### config.mk
export PLATFORM = sky130hd
export DESIGN_NAME = piso_shift_tx
export DESIGN_NICKNAME = d
export VERILOG_FILES = /design/src/rtl/piso_shift_tx.sv
export SDC_FILE = /design/constraint.sdc
export NUM_CORES = 1
export LEC_CHECK = 0
export ABC_CLOCK_PERIOD_IN_PS = 1710
export BUFFER_PORTS_ARGS = -buffer_cell sky130_fd_sc_hd__buf_2
export CORE_UTILIZATION = 45
export CTS_CLUSTER_SIZE = 30
export DETAILED_ROUTE_END_ITERATION = 10
export GPL_TIMING_DRIVEN = 0
export PLACE_DENSITY = 0.69
export SYNTH_ARGS = -nofsm -noshare
export SYNTH_HDL_FRONTEND = slang
export SYNTH_SLANG_ARGS = --single-unit
### constraint.sdc
create_clock -name clk -period 1.71 [get_ports clk]
set_clock_uncertainty 0.05 [all_clocks]
set_input_delay 0.4275 -clock clk [delete_from_list [all_inputs] [get_ports clk]]
set_output_delay 0.4275 -clock clk [all_outputs]
set_load 0.1 [all_outputs]
### src/rtl/piso_shift_tx.sv
// rtl/piso_shift_tx.sv - parallel-in / serial-out shift transmitter with valid/ready load
module piso_shift_tx #(
  parameter int WIDTH      = 10,
  parameter bit LSB_FIRST  = 1'b0,
  parameter bit IDLE_LEVEL = 1'b0
) (
  input  logic             clk,
  input  logic             rst_n,
  input  logic             load_valid,
  output logic             load_ready,
  input  logic [WIDTH-1:0] load_data,
  input  logic             shift_en,
  output logic             sout,
  output logic             sout_valid,
  output logic             last,
  output logic             busy
);

  localparam int CW = $clog2(WIDTH);
  localparam logic [CW-1:0] CNT_LAST = CW'(WIDTH - 1);

  typedef enum logic {
    IDLE  = 1'b0,
    SHIFT = 1'b1
  } state_t;

  state_t           state;
  logic [WIDTH-1:0] shreg;
  logic [CW-1:0]    cnt;
  logic             at_last;
  logic             head;

  assign at_last = (cnt == CNT_LAST);
  assign head    = LSB_FIRST ? shreg[0] : shreg[WIDTH-1];

  // Ready in IDLE, or on the final consumed bit so the next word follows with no gap
  assign load_ready = (state == IDLE) || (shift_en && at_last);

  // Serial outputs come only from registers; the line idles at IDLE_LEVEL
  assign busy       = (state == SHIFT);
  assign sout_valid = busy;
  assign sout       = busy ? head : IDLE_LEVEL;
  assign last       = busy && at_last;

  // Load / shift sequencer: captures a word, walks it out bit by bit, reloads back-to-back
  always_ff @(posedge clk) begin
    if (!rst_n) begin
      state <= IDLE;
      shreg <= '0;
      cnt   <= '0;
    end else begin
      case (state)
        IDLE: begin
          if (load_valid) begin
            shreg <= load_data;
            cnt   <= '0;
            state <= SHIFT;
          end
        end
        SHIFT: begin
          if (shift_en) begin
            if (!at_last) begin
              shreg <= LSB_FIRST ? (shreg >> 1) : (shreg << 1);
              cnt   <= cnt + 1'b1;
            end else if (load_valid) begin
              shreg <= load_data;
              cnt   <= '0;
            end else begin
              cnt   <= '0;
              state <= IDLE;
            end
          end
        end
        default: begin
          state <= IDLE;
          cnt   <= '0;
        end
      endcase
    end
  end

endmodule

==> impl_metrics.env <==
export IMPL_outcome="finished with violations"
export IMPL_violations="design-rule violations, negative setup slack"
export IMPL_postRouteAntennaNets=0
export IMPL_clock_root_buffer="clkbuf_4"
export IMPL_fin_area_sq_um=1060
export IMPL_antenna_cells=0
export IMPL_final_core_util_pct=67.8
export IMPL_critical_path_arrival_ps=1390
export IMPL_rows=14
export IMPL_dp_hpwl_mm=1.25
export IMPL_p_leak_nw=0.439
export IMPL_finalWeightedCongestion=0.811
export IMPL_cts_max_path_buffers=2
export IMPL_cp_slowest_cell="dfxtp_2"
export IMPL_tritoncts="done"
export IMPL_synthXorXnorAreaFrac_pct=0
export IMPL_finalHoldViolCount=0
export IMPL_crit_path_max_fanout=3
export IMPL_synth_top_family_by_area="compound AO/OA/AOI/OAI gates"
export IMPL_ys_types=32
export IMPL_dieWidth_um=43.6
export IMPL_synth_ff_type="dfxtp_1"
export IMPL_core_area_sq_um=1560
export IMPL_gr_total_overflow=0
export IMPL_critPathLaunchType="flop"
export IMPL_drc_errors=2
export IMPL_pwr_share_comb_pct=25.2
export IMPL_avgSynthCellArea_sq_um=9.51
export IMPL_yosysTopAreaCellShare_pct=38.5
export IMPL_h_tree_depth=1
export IMPL_nNetsFinal=129
export IMPL_drt_iter0_drc=18
export IMPL_grt_pass1_vias=694
export IMPL_finalCriticalPeriod_ps=1870
export IMPL_synth_edf_count=0
export IMPL_worstSetupPathType="flop to output port"
export IMPL_clk_insertion_delay_late_ps=300
export IMPL_cts_hold_buf=0
export IMPL_worstMarginPinSlew_ps=485
export IMPL_slew_headroom_pct=66.7
export IMPL_grt_start_max_net_pins=11
export IMPL_drt_wl_total_mm=1.89
export IMPL_power_total_mw=0.808
export IMPL_track_usage_pct=22.5
export IMPL_setup_slack_ps=-160
export IMPL_path_cells="inv_2 > ha_4 > nand3b_1 > buf_4 > nor2_4 > buf_12"
export IMPL_yosysMostFrequentCell="dfxtp_1"
export IMPL_min_path_type="input pin to flop"
export IMPL_dpl_cell_area_sq_um=911
export IMPL_cts_sinks=15
export IMPL_io_pins=19
export IMPL_setup_viol=2
export IMPL_power_frac_clock_pct=26.8
export IMPL_slew_viol_final=0
export IMPL_synthMuxAreaShare_pct=1.28
export IMPL_drive_gt1_share_pct=46.4
export IMPL_wl_per_cell_um=14.8
export IMPL_intPower_mw=0.545
export IMPL_p_switching_mw=0.263
export IMPL_cts_buffers=3
export IMPL_dp_slack_ps=-359
export IMPL_clkTransAtPathRegs_ps=90
export IMPL_drt_pass1_iterations=7
export IMPL_seqPwrFrac_pct=48.0
export IMPL_synth_top_area_cell="dfxtp_1"
export IMPL_fin_crit_sh_pct=109
export IMPL_async_flop_share_pct=0
export IMPL_ys_warn_count=0
export IMPL_synth_common_cells="15 x dfxtp_1, 7 x nand2_1, 7 x o221a_2"
export IMPL_max_stage_delay_ps=330
export IMPL_die_y_um=43.6
export IMPL_yosysSeqAreaShare_pct=38.5
export IMPL_num_vias=770
export IMPL_dieArea_sq_um=1900
export IMPL_yosys_top_cells_area="dfxtp_1 39%, o221a_2 10%, o31a_1 6.7%"
export IMPL_p_sw_share_pct=32.5
export IMPL_crit_required_ps=1230
export IMPL_nFillCells=135
export IMPL_synthAdderAreaFrac_pct=3.21
export IMPL_antenna_found_initial=0
export IMPL_syn_num_nets=98
export IMPL_rsz0062_at_grt="true"
export IMPL_area_growth_pct=35.6
export IMPL_synth_compound_area_share_pct=31.9
export IMPL_cp_end_kind="output port"
export IMPL_synthesis_area_sq_um=779
export IMPL_power_density_nw_per_um2=764
export IMPL_grt_pass1_wl_mm=3.08
export IMPL_portBuffers=18
export IMPL_peakVddDrop_v=0.000622
export IMPL_synth_cells=82
export IMPL_initial_core_util_pct=50.0
export IMPL_vias_per_cell=6.02
export IMPL_max_cap_viol_count=0
export IMPL_fmax_ghz=0.535
export IMPL_synthSimpleGateAreaFrac_pct=18.3
export IMPL_synth_seq_cells=15
-- stage by stage --
step	instances	setup TNS, ps	hold slack [ps]
after floorplan	82	-49.4	416
after global placement	116	-387	435
after detailed placement	116	-456	437
after CTS	128	-273	341
after global routing	128	-415	335
final	128	-295	337
-- repair_timing --
item | 4_1_cts | 5_1_grt
buffers inserted | 8 | 0
pin swaps | 2 | 0
resized for setup | 17 | 1
setup endpoints to repair | 3 | 3
-- layout make-up --
class	count	area, sq um	share of cell area [%]
Multi-Input combinational cell	57	453	42.8
Sequential cell	15	307	29.0
Timing Repair Buffer	26	186	17.6
Buffer	6	50.0	4.73
Clock buffer	4	26.3	2.49
Tap cell	16	20.0	1.89
Inverter	4	15.0	1.42
-- routing by layer --
| metal | wire length, um | global-route usage (%) |
|---|---|---|
| met3 | 74 | 7.50 |
| met2 | 944 | 37.9 |
| met5 | 0 | 0 |
| met1 | 839 | 25.9 |
| met4 | 34 | 9.38 |
-- worst max-delay path: cells and delay by family, from the launching register on --
family        cells  cell delay [ps]
simple gates      2              230
fa+ha+maj         1              120
buf+inv           3              420
flops             1              330
-- flip-flops by register name (all words and copies together), names as in the netlist --
| signal | cells |
|---|---|
| shreg | 10 |
| cnt | 4 |
| busy | 1 |
-- cell usage in the layout, fill, tap and decap left out, types with 2 or more instances in the layout --
cell type and count:
buf_2 16, dfxtp_1 12, buf_4 9, o221a_2 7, nand2_1 6, o31a_1 6
nand3_1 5, buf_6 4, inv_1 3, o2111ai_1 3, o221ai_1 3, clkbuf_4 3
clkbuf_1 2, nand4_1 2, a21oi_1 2, a31oi_1 2, dfxtp_2 2, buf_12 2
-- logic make-up after synthesis --
| kind of cell | count (synthesis) |
|---|---|
| buffers and inverters | 10 |
| multiplexers | 1 |
| flip-flops | 15 |
| AND/OR/NAND/NOR | 26 |
| adder cells (fa/ha/maj) | 2 |
| AO/OA/AOI/OAI | 28 |
-- worst paths after layout --
kind / cells past startpoint / endpoint / slack (ps) / startpoint
setup reg to reg: 4 / shreg[3] / 120 / busy
setup / recovery: 6 / last / -160 / cnt[1]
hold / removal: 2 / shreg[1] / 340 / load_data[1]
hold reg to reg: 2 / shreg[6] / 470 / shreg[6]
-- power groups by stage --
stage                     registers [mW]  clock network [mW]  logic (mW)
after floorplan                    0.407                   0       0.125
after global placement             0.395                   0       0.180
after detailed placement           0.396                   0       0.182
after CTS                          0.388               0.216       0.203
after global routing               0.391               0.231       0.217
final                              0.388               0.216       0.204
Power figures use the tool's default switching activity.
